--- config.mk ---
export PLATFORM = sky130hd
export DESIGN_NAME = load_scoreboard
export DESIGN_NICKNAME = d
export VERILOG_FILES = /design/src/rtl/load_scoreboard.sv
export SDC_FILE = /design/constraint.sdc
export NUM_CORES = 1
export LEC_CHECK = 0
export CAP_MARGIN = 20
export CORE_ASPECT_RATIO = 0.7
export CORE_MARGIN = 4
export CORE_UTILIZATION = 46
export DETAILED_ROUTE_END_ITERATION = 8
export HOLD_SLACK_MARGIN = 0.02
export PLACE_DENSITY = 0.8
export SLEW_MARGIN = 5
export SYNTH_ARGS = -nofsm -noshare
export SYNTH_HDL_FRONTEND = slang
export SYNTH_SLANG_ARGS = --single-unit
--- constraint.sdc ---
create_clock -name iw_clk -period 3.22 [get_ports iw_clk]
set_clock_uncertainty 0.05 [all_clocks]
set_input_delay 0.644 -clock iw_clk [delete_from_list [all_inputs] [get_ports iw_clk]]
set_output_delay 0.644 -clock iw_clk [all_outputs]
set_load 0.05 [all_outputs]
--- src/rtl/load_scoreboard.sv ---
// rtl/load_scoreboard.sv - per-register pending-load scoreboard driving the decode stall (optional LOAD_SCOREBOARD_TIMEOUT_EN)
`ifndef HBIT_OPC
`define HBIT_OPC 5
`endif
`ifndef OPC_LDur
`define OPC_LDur 6'h10
`endif
`ifndef OPC_LDso
`define OPC_LDso 6'h11
`endif
`ifndef OPC_SRLDso
`define OPC_SRLDso 6'h12
`endif

module load_scoreboard #(
    parameter int NREG    = 16,
    parameter int RBITS   = 4,
    parameter int MAX_OUT = 3,
    parameter int TIMEOUT = 15
) (
    input  logic              iw_clk,
    input  logic              iw_rst,
    input  logic [`HBIT_OPC:0] iw_idex_opc,
    input  logic [RBITS-1:0]  iw_idex_tgt,
    input  logic              iw_idex_valid,
    input  logic [RBITS-1:0]  iw_dec_src_a,
    input  logic              iw_dec_src_a_en,
    input  logic [RBITS-1:0]  iw_dec_src_b,
    input  logic              iw_dec_src_b_en,
    input  logic [RBITS-1:0]  iw_dec_tgt,
    input  logic              iw_dec_tgt_en,
    input  logic              iw_dec_is_load,
    input  logic              iw_ret_valid,
    input  logic [RBITS-1:0]  iw_ret_tgt,
    output logic              ow_stall,
    output logic [NREG-1:0]   ow_busy,
    output logic [2:0]        ow_count,
    output logic              ow_full,
    output logic              ow_err
);

    localparam logic [2:0] MAX_C = 3'(MAX_OUT);

    // Parameter sanity: count is 3 bits and the idle counter is 4 bits.
    if (MAX_OUT < 1 || MAX_OUT > 7 || TIMEOUT < 1 || TIMEOUT > 15 || NREG != (1 << RBITS)) begin : g_bad_params
        $error("load_scoreboard: parameter out of range");
    end

    logic [NREG-1:0] busy_q, busy_d;
    logic [2:0]      count_q, count_d;
    logic            err_q, err_d;
    logic            issue, ret, spurious, overflow, timeout_hit;
    logic [3:0]      inflight_sum;

    // Classify this cycle's ID/EX and writeback events.
    always_comb begin
        issue    = iw_idex_valid && (iw_idex_opc == `OPC_LDur || iw_idex_opc == `OPC_LDso ||
                                     iw_idex_opc == `OPC_SRLDso);
        ret      = iw_ret_valid && busy_q[iw_ret_tgt];
        spurious = iw_ret_valid && !busy_q[iw_ret_tgt];
        overflow = issue && (count_q == MAX_C);
    end

`ifdef LOAD_SCOREBOARD_TIMEOUT_EN
    localparam logic [3:0] TO_C = 4'(TIMEOUT);
    logic [3:0] idle_q, idle_d;

    // Idle counter: cycles with loads pending and no return; flushes the scoreboard on expiry.
    always_comb begin
        timeout_hit = (count_q != 3'd0) && !ret && (idle_q == TO_C);
        idle_d      = idle_q + 4'd1;
        if (count_q == 3'd0 || ret || timeout_hit) idle_d = 4'd0;
    end

    // Idle counter register.
    always_ff @(posedge iw_clk) begin
        if (iw_rst) idle_q <= 4'd0;
        else        idle_q <= idle_d;
    end
`else
    always_comb timeout_hit = 1'b0;
`endif

    // Next-state for busy bits, in-flight count and sticky error; issue wins over return on the same register.
    always_comb begin
        busy_d  = busy_q;
        count_d = count_q;
        err_d   = err_q;
        if (spurious || overflow) err_d = 1'b1;
        if (ret)   busy_d[iw_ret_tgt]  = 1'b0;
        if (issue) busy_d[iw_idex_tgt] = 1'b1;
        if (issue && !ret && !overflow) count_d = count_q + 3'd1;
        else if (ret && !issue)         count_d = count_q - 3'd1;
        if (timeout_hit) begin
            busy_d  = '0;
            count_d = 3'd0;
            err_d   = 1'b1;
        end
    end

    // Scoreboard state registers.
    always_ff @(posedge iw_clk) begin
        if (iw_rst) begin
            busy_q  <= '0;
            count_q <= 3'd0;
            err_q   <= 1'b0;
        end else begin
            busy_q  <= busy_d;
            count_q <= count_d;
            err_q   <= err_d;
        end
    end

    // Decode stall: registered hazards plus the load currently in ID/EX, whose bit is not yet set.
    always_comb begin
        inflight_sum = {1'b0, count_q} + {3'd0, issue};
        ow_stall = (iw_dec_src_a_en && busy_q[iw_dec_src_a])
                || (iw_dec_src_b_en && busy_q[iw_dec_src_b])
                || (issue && iw_dec_src_a_en && iw_idex_tgt == iw_dec_src_a)
                || (issue && iw_dec_src_b_en && iw_idex_tgt == iw_dec_src_b)
                || (iw_dec_tgt_en && (busy_q[iw_dec_tgt] || (issue && iw_idex_tgt == iw_dec_tgt)))
                || (iw_dec_is_load && inflight_sum >= {1'b0, MAX_C});
        ow_busy  = busy_q;
        ow_count = count_q;
        ow_full  = (count_q == MAX_C);
        ow_err   = err_q;
    end

endmodule
=== Word level (Yosys, flattened, before mapping) ===
Cells that the tools add are included.

* Bits in registers: 20
* Bits of input ports: 34
* Output and inout port bits: 22
* Logic and storage cells: 72

* Add/sub/neg operators: 3
* $lt $le $gt $ge: 8
* Equal/unequal tests: 7
* Muxes and demuxes: 16
* Bitwise gates (word level): 3
* Reduce and logical (&&, ||, !) cells: 32

{| class="wikitable"
|+ Operators by type and width
! cell !! number
|-
| 16-bit two-way mux || 2
|-
| 4-bit by 5-bit < comparator with 1-bit output, second input constant || 5
|-
| 6-bit by 5-bit == test with 1-bit output, second input constant || 3
|-
| 1-bit logical AND || 18
|-
| 16-bit bitwise AND || 1
|-
| 1-bit binary-select mux with 4-bit select || 4
|-
| 16-bit inverter || 1
|-
| 16-bit OR || 1
|-
| 4-bit == test || 3
|-
| 1-bit logical OR || 9
|-
| 1-bit demux with 4-bit select || 2
|-
| 4-bit by 1-bit >= comparator with 1-bit output, second input constant || 2
|-
| 1-bit two-way mux || 6
|-
| 3-bit two-way mux || 2
|-
| 3-bit by 1-bit adder with 4-bit output || 1
|-
| 4-bit by 2-bit >= comparator with 1-bit output, second input constant || 1
|-
| 1-bit logical NOT || 4
|-
| 3-bit by 1-bit adder with 3-bit output, second input constant || 1
|-
| 3-bit by 2-bit == test with 1-bit output, second input constant || 1
|-
| 3-bit by 1-bit subtractor with 3-bit output, second input constant || 1
|-
| 2-bit nonzero test || 1
|}

=== Logic depth before layout (Yosys ltp) ===
* Depth after elaboration: 10
* Depth in mapped cells: 10
* Gate-level depth less buffers: 10

=== Worst setup path before layout ===
OpenSTA, ideal clock, no wires.

* Path kind: input -> output
* From: input port iw_dec_src_b[0]
* To: output port ow_stall
* Arrival time: 2.531 ns
* Data required time: 2.526 ns
* Slack: -0.005 ns
* Stages on the path: 5
* Path buffers: 1
* Cells stage by stage: clkbuf_1 mux4_2 mux4_2 o21ai_1 nand4_1

* Cells in the longest elaborated chain, start to end: 8
* Elaborated cells on any way between the ends: 10
* Classes of those cells: 1 x eq/ne; 2 x mux; 7 x reduce/logical

{| class="wikitable"
|+ Ends and longest elaborated chain
! what !! line !! text
|-
| start, declared || 28 || <nowiki>input logic [RBITS-1:0] iw_dec_src_b,</nowiki>
|-
| 1-bit binary-select mux with 4-bit select || 118 || <nowiki>|| (iw_dec_src_b_en && busy_q[iw_dec_src_b])</nowiki>
|-
| 1-bit two-way mux (implied by the code) || 118 ||
|-
| 1-bit logical AND || 118 ||
|-
| 1-bit logical OR || 118 ||
|-
| 1-bit logical OR || 119 || <nowiki>|| (issue && iw_dec_src_a_en && iw_idex_tgt == iw_dec_src_a)</nowiki>
|-
| 1-bit logical OR * || 120 || <nowiki>|| (issue && iw_dec_src_b_en && iw_idex_tgt == iw_dec_src_b)</nowiki>
|-
| 1-bit logical OR * || 121 || <nowiki>|| (iw_dec_tgt_en && (busy_q[iw_dec_tgt] || (issue && iw_idex_tgt == iw_dec_tgt)))</nowiki>
|-
| 1-bit logical OR * || 122 || <nowiki>|| (iw_dec_is_load && inflight_sum >= {1'b0, MAX_C});</nowiki>
|-
| end, declared || 35 || <nowiki>output logic ow_stall,</nowiki>
|}

Mark *: on every way between the ends. The rest lies on a longest branch, timed or not. The select of a mux whose other input is x is not followed.

=== Final worst setup path ===
Same ends and word-level chain as after synthesis.

==> results.md <==
| Step | Quantity | Value |
| --- | --- | --- |
| detailed routing | Violation count after the first detailed-route iteration | 120 |
| critical path | Number of cell instances on the worst register-to-register path | 8 |
| logic synthesis | Count of unique library cells instantiated by Yosys | 34 |
| logic synthesis | Post-synth EDFFs | 0 |
| pwr | Pwr Density | 271 nW/um^2 |
| critical path | Crit. End Element | output port |
| clocking | Deepest level of the CTS H-tree | 1 |
| detailed routing | Post-detailed-route count of antenna-violating nets | 0 |
| global routing | Antenna violations before repair | 0 |
| cells and area | Number of inserted filler cells in the final layout | 266 |
| clocking | Clock latency of the later-clocked register in the worst-skew pair | 0.26 ns |
| cells and area | Nets | 292 |
| status | Result of the run | complete, no violations |
| floorplan | Die boundary height | 58.8 um |
| place | Dpl hpwl | 4.15 mm |
| logic synthesis | Cell Area, Synth | 1700 sq um |
| place | IO Port Bufs | 55 |
| floorplan | Cell Rows | 18 |
| floorplan | Number of top-level design ports | 56 |
| clocking | Number of CTS-inserted buffers | 3 |
| cells and area | Area of combinational cells with multiple inputs | 1290 sq um |
| pwr | Max VDD drop | 317 uV |
| hold path | Worst Hold Path EP | ow_err |
| floorplan | Initial Utilization | 47.9% |
| detailed routing | Via count | 1803 |
| floorplan | Overall die width | 80.6 um |
| global routing | Overall Global Routing Usage | 23.9% |
| logic synthesis | Main synth FF type | sky130_fd_sc_hd__dfxtp_1 |
| logic synthesis | Instance count of the mapped netlist | 189 |
| detailed routing | Routed wire length per instance | 18.7 um |
| floorplan | Die Area | 4740 sq um |
| critical path | Worst-path fanout max | 5 |
| cells and area | Post-Layout Cell Count | 304 |
| logic synthesis | Count of yosys warnings during synthesis | 0 |
| logic synthesis | Mean post-synth cell area | 8.97 sq um |
| cells and area | Antenna cell count | 0 |
| critical path | CP Class | input pin to output port |
| clocking | TritonCTS sink count | 20 |
| global routing | Vias in the first global route | 1771 |
| cells and area | Area added between synthesis and finish | 50.7% |
| logic synthesis | Sequential-to-total area share from yosys stat | 23.6% |
| place | Final weighted congestion in routability-driven placement | 0.881 |
| sta | RSZ-0062 raised after global routing | false |
| sta | Slew at the pin closest to its max-slew limit | 0.506 ns |
| logic synthesis | #FFs+latches synth | 20 |
| sta | Final critical-path required period | 3.11 ns |
| critical path | Worst reg2reg setup slack | 0.61 ns |
| place | Dpl cells | 298 |
| hold path | Worst hold path startpoint | ow_err |
| critical path | FF-to-FF End | ow_count[2] |
| sta | Relative max-transition margin | 66.2% |
| hold path | Cell count of the worst hold path | 2 |
| sta | Crit share post-route | 96.7% |
| job | Total of max-cap violations | 0 |
| sta | Maximum frequency from static timing analysis | 321 MHz |
| hold path | Class of the tightest hold or removal check | flop to flop |
| clocking | TritonCTS clock tree | yes |
| detailed routing | Final wirelength | 5.68 mm |
| sta | Final number of max-transition violations | 0 |
| clocking | Register clock-pin slew on the reported worst setup and hold paths | 0.07 ns |
| critical path | Crit path required time | 2.53 ns |
| place | Pre-CTS setup slack | -0.308 ns |
| sta | Final Hold Fails | 0 |
| sta | PnR worst setup slack | 0.106 ns |
| global routing | Pin count of the biggest net entering global routing | 24 |
| logic synthesis | Asr flop ratio synth | 0% |
| clocking | Number of buffers inserted for hold repair after clock tree synthesis | 0 |
| pwr | Leakage power figure | 0.969 nW |
| sta | Number of failing setup endpoints in the final timing report | 0 |
| logic synthesis | Post-Syn Nets | 226 |
| detailed routing | Iteration count of the initial detailed-routing pass | 4 |
| cells and area | Sequential standard cell area | 400 sq um |
| logic synthesis | Most area-hungry cell type in the Yosys netlist | sky130_fd_sc_hd__dfxtp_1 |
| cells and area | Fraction of final layout cells sized beyond drive strength 1 | 20.1% |
| detailed routing | DRC violation count after routing | 0 |
| critical path | Nature of the critical path startpoint | input pin |
| global routing | Remaining global-route overflow | 0 |
| global routing | Global-route wire length before repair | 8.65 mm |
| logic synthesis | Share of the synthesized area in the top cell type | 23.6% |
| critical path | Data arrival time at the worst-slack endpoint | 2.42 ns |
| critical path | Startpoint of the lowest-slack register-to-register path | ow_busy[5] |
| floorplan | Core area | 3540 sq um |
| clocking | Number of buffers on the longest clock path | 2 |
| detailed routing | Number of vias per cell after detailed routing | 5.93 |
| logic synthesis | Top post-synthesis cells by area | sky130_fd_sc_hd__dfxtp_1 24%, sky130_fd_sc_hd__mux4_2 20%, sky130_fd_sc_hd__a21oi_1 6.2% |
| clocking | Buffer type at the clock tree root | sky130_fd_sc_hd__clkbuf_8 |
-- state kept, by name (all words and copies together) (netlist names) --
signal,cells
ow_busy,16
ow_count,3
ow_err,1
-- synth_stat cells (all sizes together) (2+ instances only) --
cell type,instances
ha,2
nor2,9
nor3,2
nand2b,4
mux4,15
nand4b,2
nor3b,3
nand3,6
nand4,4
xnor2,12
mux2i,10
clkbuf,11
a21oi,21
nand2,23
nor2b,8
dfxtp,20
mux2,4
o21ai,21
-- cell type report --
| class | instances | share of cell area, % |
|---|---|---|
| inverter | 1 | 0.147 |
| clock buffer | 3 | 1.62 |
| tap | 50 | 2.45 |
| multi-input combinational | 156 | 50.7 |
| sequential | 20 | 15.7 |
| clock inverter | 1 | 1.18 |
| timing repair buffer | 73 | 28.3 |
-- metal layers --
metal | vias to the layer above | GRT usage, % | wire length, um
li1 | 827 | - | -
met1 | 872 | 31.0 | 2280
met3 | 2 | 6.42 | 622
met4 | 0 | 4.58 | 19
met2 | 102 | 40.7 | 2760
met5 | - | 0 | 0
-- critical path, cell delays in order --
cell	delay (ns)
sky130_fd_sc_hd__dlygate4sd2_1	0.21
sky130_fd_sc_hd__buf_6	0.13
sky130_fd_sc_hd__mux4_2	0.50
sky130_fd_sc_hd__mux4_2	0.49
sky130_fd_sc_hd__o21ai_2	0.14
sky130_fd_sc_hd__nand4_1	0.13
sky130_fd_sc_hd__buf_6	0.18
-- cells in the final DEF (no fill, tap or decap), types with 2 or more instances in the layout --
| cell | synthesis | final |
|---|---|---|
| sky130_fd_sc_hd__mux2i_1 | 10 | 9 |
| sky130_fd_sc_hd__mux4_2 | 15 | 15 |
| sky130_fd_sc_hd__a21oi_1 | 21 | 19 |
| sky130_fd_sc_hd__mux2_1 | 2 | 2 |
| sky130_fd_sc_hd__nand3_1 | 6 | 6 |
| sky130_fd_sc_hd__o21ai_0 | 20 | 18 |
| sky130_fd_sc_hd__nand4_1 | 4 | 4 |
| sky130_fd_sc_hd__ha_4 | 0 | 2 |
| sky130_fd_sc_hd__clkbuf_8 | 0 | 3 |
| sky130_fd_sc_hd__nor2_1 | 9 | 9 |
| sky130_fd_sc_hd__dlygate4sd2_1 | 0 | 2 |
| sky130_fd_sc_hd__nand2_1 | 23 | 23 |
| sky130_fd_sc_hd__o21ai_1 | 1 | 2 |
| sky130_fd_sc_hd__dfxtp_1 | 20 | 20 |
| sky130_fd_sc_hd__a21oi_2 | 0 | 2 |
| sky130_fd_sc_hd__buf_6 | 1 | 3 |
| sky130_fd_sc_hd__nor2b_1 | 8 | 7 |
| sky130_fd_sc_hd__buf_4 | 0 | 15 |
| sky130_fd_sc_hd__nor3b_1 | 3 | 3 |
| sky130_fd_sc_hd__nand2b_1 | 4 | 4 |
| sky130_fd_sc_hd__dlymetal6s2s_1 | 0 | 7 |
| sky130_fd_sc_hd__nor3_1 | 2 | 2 |
| sky130_fd_sc_hd__clkdlybuf4s50_1 | 0 | 45 |
| sky130_fd_sc_hd__xnor2_1 | 12 | 12 |
-- repair_timing --
action                     CTS  global route
gates resized for setup      9            17
setup buffers                1             1
pin swaps                    3             6
setup endpoints to repair    2             1
-- worst max-delay path by stage --
stage          slack (ns)          end  cells past startpoint       startpoint
2_1_floorplan        0.13     ow_stall                      5  iw_dec_src_b[0]
3_3_place_gp        -0.24  ow_count[2]                      9    iw_ret_tgt[1]
3_5_place_dp        -0.31  ow_count[2]                      9    iw_ret_tgt[1]
4_1_cts             0.006     ow_stall                     12   iw_idex_opc[4]
5_1_grt              0.01     ow_stall                      8  iw_dec_src_a[0]
6_report             0.11     ow_stall                      7  iw_dec_src_b[0]
-- metrics by stage --
step	util (%)	hold slack (ns)	setup TNS [ns]	cell area (sq um)	power, W
5_1_grt	72.3	0.500	0	2550	0.000718
4_1_cts	70.1	0.484	0	2480	0.000689
3_3_place_gp	67.5	0.468	-0.367	2390	0.000431
3_5_place_dp	67.5	0.468	-0.507	2390	0.000434
2_1_floorplan	-	0.694	0	1700	0.000352
6_report	72.3	0.479	0	2550	0.000691
-- power by group --
group	switching, W	leakage, nW	internal [W]
Combinational	0.0000864	0.772	0.0000942
Clock	0.0000870	0.0357	0.000166
Sequential	0.00000666	0.162	0.000251
Total	0.000180	0.969	0.000511
-- logic make-up (layout without fill, tap and decap cells) --
kind of cell | count (synthesis) | count (layout) | share of synthesized area (%)
multiplexers | 29 | 29 | 28.7
adder cells (fa/ha/maj) | 3 | 3 | 2.66
buffers and inverters | 13 | 78 | 3.32
AO/OA/AOI/OAI | 46 | 46 | 15.4
XOR/XNOR | 12 | 12 | 6.20
AND/OR/NAND/NOR | 66 | 66 | 20.1
flip-flops | 20 | 20 | 23.6
No activity file was read; power rests on OpenSTA's default activity.
